<file path="config.mk">
export PLATFORM = sky130hd
export DESIGN_NAME = jtkunio_ba_arb_flat
export DESIGN_NICKNAME = d
export VERILOG_FILES = /design/src/rtl/jtkunio_ba_arb_pkg.sv /design/src/rtl/jtkunio_ba_arb_if.sv /design/src/rtl/jtkunio_rr4.sv /design/src/rtl/jtkunio_ba_arb.sv /design/src/flat_wrapper.sv
export SDC_FILE = /design/constraint.sdc
export NUM_CORES = 1
export LEC_CHECK = 0
export CORE_MARGIN = 10
export CORE_UTILIZATION = 42
export DETAILED_ROUTE_END_ITERATION = 8
export GPL_TIMING_DRIVEN = 0
export MAX_ROUTING_LAYER = met4
export PLACE_DENSITY = 0.9
export SLEW_MARGIN = 20
export SYNTH_ARGS = -nofsm -noshare
export SYNTH_HDL_FRONTEND = slang
export SYNTH_HIERARCHICAL = 1
export SYNTH_SLANG_ARGS = --single-unit
export TNS_END_PERCENT = 30
</file>
<file path="constraint.sdc">
create_clock -name clk -period 4.3 [get_ports clk]
set_clock_uncertainty 0.1 [all_clocks]
set_input_delay 0.86 -clock clk [delete_from_list [all_inputs] [get_ports clk]]
set_output_delay 0.86 -clock clk [all_outputs]
set_load 0.005 [all_outputs]
</file>
<file path="src/rtl/jtkunio_ba_arb_pkg.sv">
// jtkunio_ba_arb_pkg: shared state encoding, default burst/timeout and one-hot helper
package jtkunio_ba_arb_pkg;
  typedef enum logic [1:0] {IDLE, CMD, RDATA, WDONE} st_t;
  localparam int BURST_DEF = 2;
  localparam int TOUT_DEF  = 255;
  function automatic logic [1:0] oh2idx(input logic [3:0] oh);
    return {oh[3] | oh[2], oh[3] | oh[1]};
  endfunction
endpackage

</file>
<file path="src/rtl/jtkunio_ba_arb_if.sv">
// jtkunio_ba_arb_if: bank, programming and SDRAM front-end signals of the arbiter
interface jtkunio_ba_arb_if;
  logic [21:0] ba0_addr, ba1_addr, ba2_addr, ba3_addr;
  logic [3:0]  ba_rd, ba_ack, ba_dst, ba_dok, ba_rdy;
  logic [15:0] data_read;
  logic        downloading;
  logic [21:0] prog_addr;
  logic [15:0] prog_data;
  logic [1:0]  prog_mask, prog_ba;
  logic        prog_we, prog_rd, prog_ack, prog_rdy;
  logic        sdr_req, sdr_wr;
  logic [1:0]  sdr_ba, sdr_mask;
  logic [21:0] sdr_addr;
  logic [15:0] sdr_din, sdr_dout;
  logic        sdr_gnt, sdr_dvalid, sdr_wdone;
  modport master (
    input  ba0_addr, ba1_addr, ba2_addr, ba3_addr, ba_rd, downloading,
           prog_addr, prog_data, prog_mask, prog_ba, prog_we, prog_rd,
           sdr_gnt, sdr_dvalid, sdr_dout, sdr_wdone,
    output ba_ack, ba_dst, ba_dok, ba_rdy, data_read, prog_ack, prog_rdy,
           sdr_req, sdr_wr, sdr_ba, sdr_addr, sdr_din, sdr_mask
  );
  modport slave (
    output ba0_addr, ba1_addr, ba2_addr, ba3_addr, ba_rd, downloading,
           prog_addr, prog_data, prog_mask, prog_ba, prog_we, prog_rd,
           sdr_gnt, sdr_dvalid, sdr_dout, sdr_wdone,
    input  ba_ack, ba_dst, ba_dok, ba_rdy, data_read, prog_ack, prog_rdy,
           sdr_req, sdr_wr, sdr_ba, sdr_addr, sdr_din, sdr_mask
  );
endinterface

</file>
<file path="src/rtl/jtkunio_rr4.sv">
// jtkunio_rr4: 4-way round-robin picker searching upward from ptr
module jtkunio_rr4 (
  input  logic [3:0] req,
  input  logic [1:0] ptr,
  output logic [3:0] gnt,
  output logic       valid
);
  logic [1:0] k;
  // walk offsets from farthest to nearest so the nearest requester wins
  always_comb begin
    gnt = '0;
    k   = '0;
    for (int i = 3; i >= 0; i--) begin
      k = ptr + 2'(i);
      if (req[k]) gnt = 4'b1 << k;
    end
  end
  assign valid = |req;
endmodule

</file>
<file path="src/rtl/jtkunio_ba_arb.sv">
// jtkunio_ba_arb: four-bank SDRAM read arbiter with ROM-download programming path
module jtkunio_ba_arb
  import jtkunio_ba_arb_pkg::*;
#(
  parameter int BURST = BURST_DEF,
  parameter int TOUT  = TOUT_DEF
) (
  input logic              clk,
  input logic              rst_n,
  jtkunio_ba_arb_if.master bus
);
  localparam int TW = $clog2(TOUT + 1);
  st_t           st, st_nx;
  logic [1:0]    ptr, bank, win;
  logic          sel_prog, wcnt;
  logic [TW-1:0] tcnt;
  logic [3:0]    gnt, ack_nx, dst_nx, dok_nx, rdy_nx;
  logic          gvalid, go_prog, go_bank, tout, last, pack_nx, prdy_nx;

  jtkunio_rr4 u_rr (.req(bus.ba_rd), .ptr(ptr), .gnt(gnt), .valid(gvalid));
  assign win = oh2idx(gnt);

  // next state and the pulses to register this cycle
  always_comb begin
    st_nx   = st;
    ack_nx  = '0;
    dst_nx  = '0;
    dok_nx  = '0;
    rdy_nx  = '0;
    pack_nx = 1'b0;
    prdy_nx = 1'b0;
    go_prog = st == IDLE && bus.downloading && (bus.prog_we || bus.prog_rd);
    go_bank = st == IDLE && !bus.downloading && gvalid;
    tout    = tcnt == TW'(TOUT - 1);
    last    = wcnt == 1'(BURST - 1);
    case (st)
      IDLE: st_nx = (go_prog || go_bank) ? CMD : IDLE;
      CMD:
        if (bus.sdr_gnt) begin
          st_nx   = (sel_prog && bus.sdr_wr) ? WDONE : RDATA;
          pack_nx = sel_prog;
          ack_nx  = sel_prog ? 4'b0 : 4'b1 << bank;
        end else if (tout) st_nx = IDLE;
      RDATA:
        if (bus.sdr_dvalid) begin
          dok_nx = sel_prog ? 4'b0 : 4'b1 << bank;
          dst_nx = (sel_prog || wcnt) ? 4'b0 : 4'b1 << bank;
          if (last) begin
            st_nx   = IDLE;
            rdy_nx  = sel_prog ? 4'b0 : 4'b1 << bank;
            prdy_nx = sel_prog;
          end
        end else if (tout) st_nx = IDLE;
      default:
        if (bus.sdr_wdone) begin
          st_nx   = IDLE;
          prdy_nx = 1'b1;
        end else if (tout) st_nx = IDLE;
    endcase
  end

  // state register; the timeout counter restarts on every state change
  always_ff @(posedge clk or negedge rst_n) begin
    if (!rst_n) begin
      st   <= IDLE;
      tcnt <= '0;
    end else begin
      st   <= st_nx;
      tcnt <= (st_nx != st) ? '0 : tcnt + 1'b1;
    end
  end

  // grant latch, SDRAM command, read data and output pulses
  always_ff @(posedge clk or negedge rst_n) begin
    if (!rst_n) begin
      ptr           <= '0;
      bank          <= '0;
      sel_prog      <= 1'b0;
      wcnt          <= 1'b0;
      bus.sdr_req   <= 1'b0;
      bus.sdr_wr    <= 1'b0;
      bus.sdr_ba    <= '0;
      bus.sdr_addr  <= '0;
      bus.sdr_din   <= '0;
      bus.sdr_mask  <= '0;
      bus.data_read <= '0;
      bus.ba_ack    <= '0;
      bus.ba_dst    <= '0;
      bus.ba_dok    <= '0;
      bus.ba_rdy    <= '0;
      bus.prog_ack  <= 1'b0;
      bus.prog_rdy  <= 1'b0;
    end else begin
      bus.sdr_req  <= st_nx == CMD;
      bus.ba_ack   <= ack_nx;
      bus.ba_dst   <= dst_nx;
      bus.ba_dok   <= dok_nx;
      bus.ba_rdy   <= rdy_nx;
      bus.prog_ack <= pack_nx;
      bus.prog_rdy <= prdy_nx;
      if (st == IDLE) wcnt <= 1'b0;
      else if (st == RDATA && bus.sdr_dvalid) wcnt <= wcnt + 1'b1;
      if (st == RDATA && bus.sdr_dvalid) bus.data_read <= bus.sdr_dout;
      if (go_prog) begin
        sel_prog     <= 1'b1;
        bus.sdr_wr   <= bus.prog_we;
        bus.sdr_ba   <= bus.prog_ba;
        bus.sdr_addr <= bus.prog_addr;
        bus.sdr_din  <= bus.prog_data;
        bus.sdr_mask <= bus.prog_mask;
      end else if (go_bank) begin
        sel_prog     <= 1'b0;
        bank         <= win;
        ptr          <= win + 2'd1;
        bus.sdr_wr   <= 1'b0;
        bus.sdr_ba   <= win;
        bus.sdr_addr <= win == 2'd0 ? bus.ba0_addr :
                        win == 2'd1 ? bus.ba1_addr :
                        win == 2'd2 ? bus.ba2_addr : bus.ba3_addr;
        bus.sdr_din  <= '0;
        bus.sdr_mask <= '0;
      end
    end
  end
endmodule

</file>
<file path="src/flat_wrapper.sv">
// flat-port wrapper written by rule: the top's interface ports become plain ports
module jtkunio_ba_arb_flat import jtkunio_ba_arb_pkg::*;
#(
  parameter int BURST = BURST_DEF,
  parameter int TOUT  = TOUT_DEF
)
  (clk, rst_n, bus_ba0_addr, bus_ba1_addr, bus_ba2_addr, bus_ba3_addr, bus_ba_rd, bus_downloading, bus_prog_addr, bus_prog_data, bus_prog_mask, bus_prog_ba, bus_prog_we, bus_prog_rd, bus_sdr_gnt, bus_sdr_dvalid, bus_sdr_dout, bus_sdr_wdone, bus_ba_ack, bus_ba_dst, bus_ba_dok, bus_ba_rdy, bus_data_read, bus_prog_ack, bus_prog_rdy, bus_sdr_req, bus_sdr_wr, bus_sdr_ba, bus_sdr_addr, bus_sdr_din, bus_sdr_mask);
  jtkunio_ba_arb_if bus_i ();
  input logic clk;
  input logic rst_n;
  input wire logic [$bits(bus_i.ba0_addr)-1:0] bus_ba0_addr;
  input wire logic [$bits(bus_i.ba1_addr)-1:0] bus_ba1_addr;
  input wire logic [$bits(bus_i.ba2_addr)-1:0] bus_ba2_addr;
  input wire logic [$bits(bus_i.ba3_addr)-1:0] bus_ba3_addr;
  input wire logic [$bits(bus_i.ba_rd)-1:0] bus_ba_rd;
  input wire logic [$bits(bus_i.downloading)-1:0] bus_downloading;
  input wire logic [$bits(bus_i.prog_addr)-1:0] bus_prog_addr;
  input wire logic [$bits(bus_i.prog_data)-1:0] bus_prog_data;
  input wire logic [$bits(bus_i.prog_mask)-1:0] bus_prog_mask;
  input wire logic [$bits(bus_i.prog_ba)-1:0] bus_prog_ba;
  input wire logic [$bits(bus_i.prog_we)-1:0] bus_prog_we;
  input wire logic [$bits(bus_i.prog_rd)-1:0] bus_prog_rd;
  input wire logic [$bits(bus_i.sdr_gnt)-1:0] bus_sdr_gnt;
  input wire logic [$bits(bus_i.sdr_dvalid)-1:0] bus_sdr_dvalid;
  input wire logic [$bits(bus_i.sdr_dout)-1:0] bus_sdr_dout;
  input wire logic [$bits(bus_i.sdr_wdone)-1:0] bus_sdr_wdone;
  output wire logic [$bits(bus_i.ba_ack)-1:0] bus_ba_ack;
  output wire logic [$bits(bus_i.ba_dst)-1:0] bus_ba_dst;
  output wire logic [$bits(bus_i.ba_dok)-1:0] bus_ba_dok;
  output wire logic [$bits(bus_i.ba_rdy)-1:0] bus_ba_rdy;
  output wire logic [$bits(bus_i.data_read)-1:0] bus_data_read;
  output wire logic [$bits(bus_i.prog_ack)-1:0] bus_prog_ack;
  output wire logic [$bits(bus_i.prog_rdy)-1:0] bus_prog_rdy;
  output wire logic [$bits(bus_i.sdr_req)-1:0] bus_sdr_req;
  output wire logic [$bits(bus_i.sdr_wr)-1:0] bus_sdr_wr;
  output wire logic [$bits(bus_i.sdr_ba)-1:0] bus_sdr_ba;
  output wire logic [$bits(bus_i.sdr_addr)-1:0] bus_sdr_addr;
  output wire logic [$bits(bus_i.sdr_din)-1:0] bus_sdr_din;
  output wire logic [$bits(bus_i.sdr_mask)-1:0] bus_sdr_mask;
  assign bus_i.ba0_addr = bus_ba0_addr;
  assign bus_i.ba1_addr = bus_ba1_addr;
  assign bus_i.ba2_addr = bus_ba2_addr;
  assign bus_i.ba3_addr = bus_ba3_addr;
  assign bus_i.ba_rd = bus_ba_rd;
  assign bus_i.downloading = bus_downloading;
  assign bus_i.prog_addr = bus_prog_addr;
  assign bus_i.prog_data = bus_prog_data;
  assign bus_i.prog_mask = bus_prog_mask;
  assign bus_i.prog_ba = bus_prog_ba;
  assign bus_i.prog_we = bus_prog_we;
  assign bus_i.prog_rd = bus_prog_rd;
  assign bus_i.sdr_gnt = bus_sdr_gnt;
  assign bus_i.sdr_dvalid = bus_sdr_dvalid;
  assign bus_i.sdr_dout = bus_sdr_dout;
  assign bus_i.sdr_wdone = bus_sdr_wdone;
  assign bus_ba_ack = bus_i.ba_ack;
  assign bus_ba_dst = bus_i.ba_dst;
  assign bus_ba_dok = bus_i.ba_dok;
  assign bus_ba_rdy = bus_i.ba_rdy;
  assign bus_data_read = bus_i.data_read;
  assign bus_prog_ack = bus_i.prog_ack;
  assign bus_prog_rdy = bus_i.prog_rdy;
  assign bus_sdr_req = bus_i.sdr_req;
  assign bus_sdr_wr = bus_i.sdr_wr;
  assign bus_sdr_ba = bus_i.sdr_ba;
  assign bus_sdr_addr = bus_i.sdr_addr;
  assign bus_sdr_din = bus_i.sdr_din;
  assign bus_sdr_mask = bus_i.sdr_mask;
  jtkunio_ba_arb #(.BURST(BURST), .TOUT(TOUT)) u_core (.clk(clk), .rst_n(rst_n), .bus(bus_i));
endmodule
</file>
==> impl_metrics.tcl, run 1 <==
set metrics [dict create \
    core-area_um2 11400 \
    crit_arrival_ns 4.09 \
    grt_pass1_vias 5014 \
    route.detailed.wl_per_inst_um 18.3 \
    fill_cells 857 \
    area_growth_pct 58.3 \
    fin_cells 885 \
    gp_congestion 0.835 \
    drive_gt1_frac 0.0849 \
    grt-ovfl-total 0 \
    num_rows 39 \
    place_inst 869 \
    startpoint_type "input port" \
    drt_pass1_iterations 4 \
    clock-root-buffer "clkbuf_16" \
    portBuffers 234 \
    worstHoldPathCells 2 \
    grt_usage 0.198 \
    endpoint_kind "flop" \
    crit_path_max_fanout 10 \
    dieArea_um2 16300 \
    timing.fmax_mhz 252 \
    start_util 0.427 \
    clock_sinks 94 \
    final_hold_viol_count 0 \
    clk_pin_slew_ns 0.07 \
    synth_fp_nets 661 \
    grt_max_degree 58 \
    yosysWarnings 6 \
    period_share 0.923 \
    numCtsBuffers 9 \
    power_leakage_nw 3.26 \
    fin_util 0.676 \
    layout_min_cycle_time_ns 3.97 \
    reg2reg_depth 14 \
    antenna_left 0 \
    synthCells 491 \
    maxCapViolCount 0 \
    required_ns 4.42 \
    hpwlAfterDp_um 13400 \
    setup_viol 0 \
    rsz0062_at_grt "no" \
    viasPerCell 5.24 \
    cts.htree.levels 3 \
    cts_resized 0 \
    ios 236 \
    fin_hold_ws_ns 0.376 \
    ir_drop_mv 0.536 \
    diodes 0 \
    place_area_um2 7390 \
    min_path_type "flop to flop" \
    cts_buffer_depth 2 \
    grt_pass1_wl_um 25500 \
    antenna_found_initial 0 \
    power_density_nw_per_um2 679 \
    multi_input_area_um2 2310 \
    clock_latency_ns 0.33 \
    wl_um 16200 \
    status "completed" \
    die_w_um 128 \
    path_class "input port to flop" \
    stdcell_area_um2 7680 \
    relSlewSlack 0.509 \
    cts_hold_buffers 0 \
    dieHeight_um 128 \
    vias 4639 \
    drt_iter0_markers 241 \
    drv_slew 0 \
    cts_tree "yes" \
    syn-cell-area_um2 4860 \
    worstMarginPinSlew_ns 0.737 \
    drc 0 \
    seqCellArea_um2 2350 \
    post_cts_buffers 0 \
    syn_avg_cell_area_um2 9.89 \
    layout.nets 907 \
]
## layer usage
metal	wire (um)	part of all wire	GRT usage
met1	6510	0.40	0.222
met2	8050	0.50	0.332
met3	1250	0.077	0.0513
met4	361	0.022	0.0743
met5	0	0	-
## flip-flops by register name (all words and copies together) (netlist names), 2 cells and up
register and count:
u_core/bank 2, u_core/bus.ba_dok 4, u_core/bus.sdr_mask 2, u_core/bus.ba_ack 4, u_core/bus.data_read 16, u_core/ptr 2
u_core/bus.ba_rdy 4, u_core/tcnt 8, u_core/bus.sdr_addr 22, u_core/st 2, u_core/bus.ba_dst 4, u_core/bus.sdr_ba 2
u_core/bus.sdr_din 16
## report_power, final
part           switching (W)  leakage [nW]  total (W)  internal [W]
Sequential          0.000210          1.20    0.00142       0.00121
Clock               0.000325         0.143   0.000775      0.000450
Combinational        0.00148          1.92    0.00302       0.00154
Total                0.00202          3.26    0.00522       0.00320
## worst max-delay path, cell delays in order
cell	delay [ns]
clkdlybuf4s50_1	0.47
mux4_2	0.53
nand2b_4	0.17
o22ai_1	0.16
a31oi_1	0.08
nor2_1	0.32
inv_1	0.14
ha_1	0.29
inv_1	0.14
clkbuf_1	0.36
a211oi_1	0.13
a211oi_1	0.31
o21ai_1	0.11
## per-stage QoR
step / setup TNS, ns / total power (W) / setup slack (ns)
3_3_place_gp: -89.90 / 0.00435 / -0.962
3_5_place_dp: 0 / 0.00448 / 0.00123
4_1_cts: 0 / 0.00526 / 0.347
2_1_floorplan: 0 / 0.00323 / 1.13
5_1_grt: 0 / 0.00561 / 0.132
6_report: 0 / 0.00522 / 0.331
## cells in the final DEF, fill, tap and decap left out, types with 2 or more instances in the layout
cell             count
and2_1               2
and3_1               3
mux2i_1             22
buf_2               10
ha_1                12
nand2_1             79
mux4_2               4
nand3_1             25
clkdlybuf4s50_1    233
inv_1                8
a31oi_1              4
clkbuf_1            18
dfrtp_1             94
nor2_1              31
nand3b_1             5
clkinv_2             3
o21ai_0             34
o22ai_1              3
mux2_2              17
clkbuf_16            9
o21ai_1             16
a211oi_1            44
buf_4                5
buf_6                2
nor2b_1             25
xor2_1               5
## final timing paths
| path | from | endpoint | slack, ns |
|---|---|---|---|
| min in group asynchronous | rst_n | u_core/bus.ba_ack[0]$_DFF_PN0_ | 0.49 |
| max in group asynchronous | rst_n | u_core/bus.sdr_din[9]$_DFFE_PN0N_ | 2.95 |
| worst max register to register | u_core/ptr[0]$_DFFE_PN0P_ | u_core/bus.sdr_addr[12]$_DFFE_PN0N_ | 0.51 |
| worst min-delay path | u_core/bus.sdr_addr[17]$_DFFE_PN0N_ | u_core/bus.sdr_addr[17]$_DFFE_PN0N_ | 0.38 |
| worst max-delay path | bus_ba_rd[3] | u_core/bus.sdr_addr[12]$_DFFE_PN0N_ | 0.33 |
| worst min register to register | u_core/bus.sdr_addr[17]$_DFFE_PN0N_ | u_core/bus.sdr_addr[17]$_DFFE_PN0N_ | 0.38 |
## cell type report
| cell class | count | share of cell area |
|---|---|---|
| Timing Repair Buffer | 235 | 0.307 |
| Sequential cell | 94 | 0.306 |
| Multi-Input combinational cell | 356 | 0.300 |
| Clock buffer | 10 | 0.0298 |
| Tap cell | 143 | 0.0233 |
| Buffer | 33 | 0.0217 |
| Clock inverter | 6 | 0.00798 |
| Inverter | 8 | 0.00391 |
No activity file was read; power rests on OpenSTA's default activity.
==> run 2: changes to the inputs <==
--- a/config.mk
+++ b/config.mk
@@ -6,11 +6,12 @@
 export NUM_CORES = 1
 export LEC_CHECK = 0
 export CORE_MARGIN = 10
-export CORE_UTILIZATION = 42
+export CORE_UTILIZATION = 64
 export DETAILED_ROUTE_END_ITERATION = 8
+export DONT_BUFFER_PORTS = 1
 export GPL_TIMING_DRIVEN = 0
 export MAX_ROUTING_LAYER = met4
-export PLACE_DENSITY = 0.9
+export PLACE_DENSITY = 0.88
 export SLEW_MARGIN = 20
 export SYNTH_ARGS = -nofsm -noshare
 export SYNTH_HDL_FRONTEND = slang
==> constraint.sdc (replaced) <==
create_clock -name clk -period 4 [get_ports clk]
set_clock_uncertainty 0.1 [all_clocks]
set_input_delay 0.8 -clock clk [delete_from_list [all_inputs] [get_ports clk]]
set_output_delay 0.8 -clock clk [all_outputs]
set_load 0.005 [all_outputs]
==> run 2 against run 1 <==
Net effect:
- combinational power fell by 21%
- count of clock-buffer cells in the layout unchanged
- via count decreased by 20%
- global-route usage is 3.0 points higher
- critical endpoint is now u_core/bus.sdr_addr[19]$_DFFE_PN0N_
- largest cell class is now registers
- largest power group unchanged
==> impl_metrics.tcl, run 2 (synthesis results as in run 1) <==
set metrics [dict create \
    startpoint_type "flop" \
    finalSetupTns_ns 0 \
    setup_viol 0 \
    grt_pass1_vias 3897 \
    rsz0062_at_grt "no" \
    timing.final.ws_setup_ns 0.339 \
    final_cell_mix "dfrtp_1 (94), nand2_1 (79), a211oi_1 (44)" \
    drt_iter0_markers 227 \
    crit_arrival_ns 3.80 \
    grt_usage 0.228 \
    portBuffers 0 \
    hpwlAfterDp_um 10900 \
    core-area_um2 7330 \
    reg2reg_depth 14 \
    layout.nets 672 \
    antenna_left 0 \
    rrSetupSlack_ns 0.34 \
    num_rows 31 \
    power_leakage_nw 2.30 \
    fin_hold_ws_ns 0.0345 \
    status "completed" \
    post_cts_buffers 0 \
    grt_pass1_wl_um 20500 \
    maxCapViolCount 0 \
    min_path_type "input port to asynchronous set/reset pin" \
    cts_tree "yes" \
    cts_hold_buffers 0 \
    regToRegEndpoint "u_core/bus.sdr_addr[19]$_DFFE_PN0N_" \
    crit_path_max_fanout 10 \
    area_growth_pct 6.31 \
    numCtsBuffers 9 \
    gp_congestion 0.883 \
    crit_chain "buf_6 -> inv_1 -> ha_1 -> mux4_2 -> nor2_1 -> a31oi_1 -> nor2_1 -> inv_1 -> ha_1 -> inv_1 -> clkbuf_1 -> a211oi_1 -> a211oi_1 -> o21ai_1" \
    cts.htree.levels 3 \
    dp_slack_ns 0.403 \
    antenna_found_initial 0 \
    dieHeight_um 107 \
    final_common_cell "dfrtp_1" \
    cp-startpoint "u_core/ptr[0]$_DFFE_PN0P_" \
    cp_common_cell "inv_1" \
    die_w_um 107 \
    clock_sinks 94 \
    layout_min_cycle_time_ns 3.66 \
    clk_pin_slew_ns 0.10 \
    r2r-start "u_core/ptr[0]$_DFFE_PN0P_" \
    slowest_delay_ns 0.46 \
    period_share 0.915 \
    cts_resized 0 \
    drv_slew 0 \
    drive_gt1_frac 0.122 \
    grt_max_degree 95 \
    required_ns 4.14 \
    ios 236 \
    cts_buffer_depth 2 \
    critPathSlowestCell "dfrtp_1" \
    drc 0 \
    clock-root-buffer "clkbuf_8" \
    viasPerCell 6.15 \
    regMostFlops "u_core/bus.sdr_addr" \
    reg_top3 "u_core/bus.sdr_addr (22), u_core/bus.data_read (16), u_core/bus.sdr_din (16)" \
    worstMarginPinSlew_ns 0.478 \
    wl_um 13600 \
    vias 3728 \
    power_density_nw_per_um2 895 \
    cp-endpoint "u_core/bus.sdr_addr[19]$_DFFE_PN0N_" \
    grt-ovfl-total 0 \
    relSlewSlack 0.680 \
    final_hold_viol_count 0 \
    dieArea_um2 11500 \
    diodes 0 \
    ir_drop_mv 0.689 \
    endpoint_kind "flop" \
    start_util 0.662 \
    largest_reg_flops 22 \
    drt_pass1_iterations 4 \
    timing.fmax_mhz 273 \
    clock_latency_ns 0.35 \
    path_class "flop to flop" \
    route.detailed.wl_per_inst_um 22.5 \
]
==> run 2: layer usage <==
metal  track usage  up-vias  part of all wire
li1              -     1745                 -
met1         0.248     1787              0.37
met2         0.408      172              0.53
met3        0.0491       24             0.075
met4        0.0667        0             0.019
met5             -        -                 0
==> run 2: worst min path at each step <==
stage	slack (ns)	depth (start not counted)	startpoint	to
2_1_floorplan	0.37	2	u_core/bus.sdr_addr[0]$_DFFE_PN0N_	u_core/bus.sdr_addr[0]$_DFFE_PN0N_
3_3_place_gp	0.41	0	rst_n	u_core/bus.data_read[14]$_DFFE_PN0P_
3_5_place_dp	0.41	0	rst_n	u_core/bus.ba_rdy[1]$_DFF_PN0_
4_1_cts	0.02	0	rst_n	u_core/bus.sdr_din[5]$_DFFE_PN0N_
5_1_grt	0.01	0	rst_n	u_core/bus.data_read[14]$_DFFE_PN0P_
6_report	0.03	0	rst_n	u_core/bus.data_read[14]$_DFFE_PN0P_
==> run 2: layout make-up <==
type | instances | area [um2]
buffer | 33 | 166
clock buffer | 10 | 138
clock inverter | 6 | 45.0
fill | 527 | 2170
inverter | 8 | 30.0
multi-input combinational | 356 | 2310
sequential | 94 | 2350
tap | 99 | 124
==> run 2: metrics by stage <==
stage / power (W) / instance area (um2) / std cells / utilization
final: 0.00462 / 5160 / 606 / 0.704
after global routing: 0.00497 / 5160 / 606 / 0.704
after CTS: 0.00463 / 5160 / 606 / 0.704
after detailed placement: 0.00405 / 4980 / 590 / 0.679
after global placement: 0.00392 / 4980 / 590 / 0.679
after floorplan: 0.00347 / 4860 / 491 / -
==> run 2: critical path, delay by kind of cell, from the launching register on <==
kind                     cells  cell delay (ns)
AND/OR/NAND/NOR              2             0.49
multiplexers                 1             0.35
buffers and inverters        5             0.88
adder cells (fa/ha/maj)      2             0.61
AO/OA/AOI/OAI                4             0.66
flip-flops                   1             0.46
==> run 2: power by group <==
group / switching, W / internal, W
clock: 0.000335 / 0.000245
sequential: 0.000341 / 0.00130
combinational: 0.00133 / 0.00106
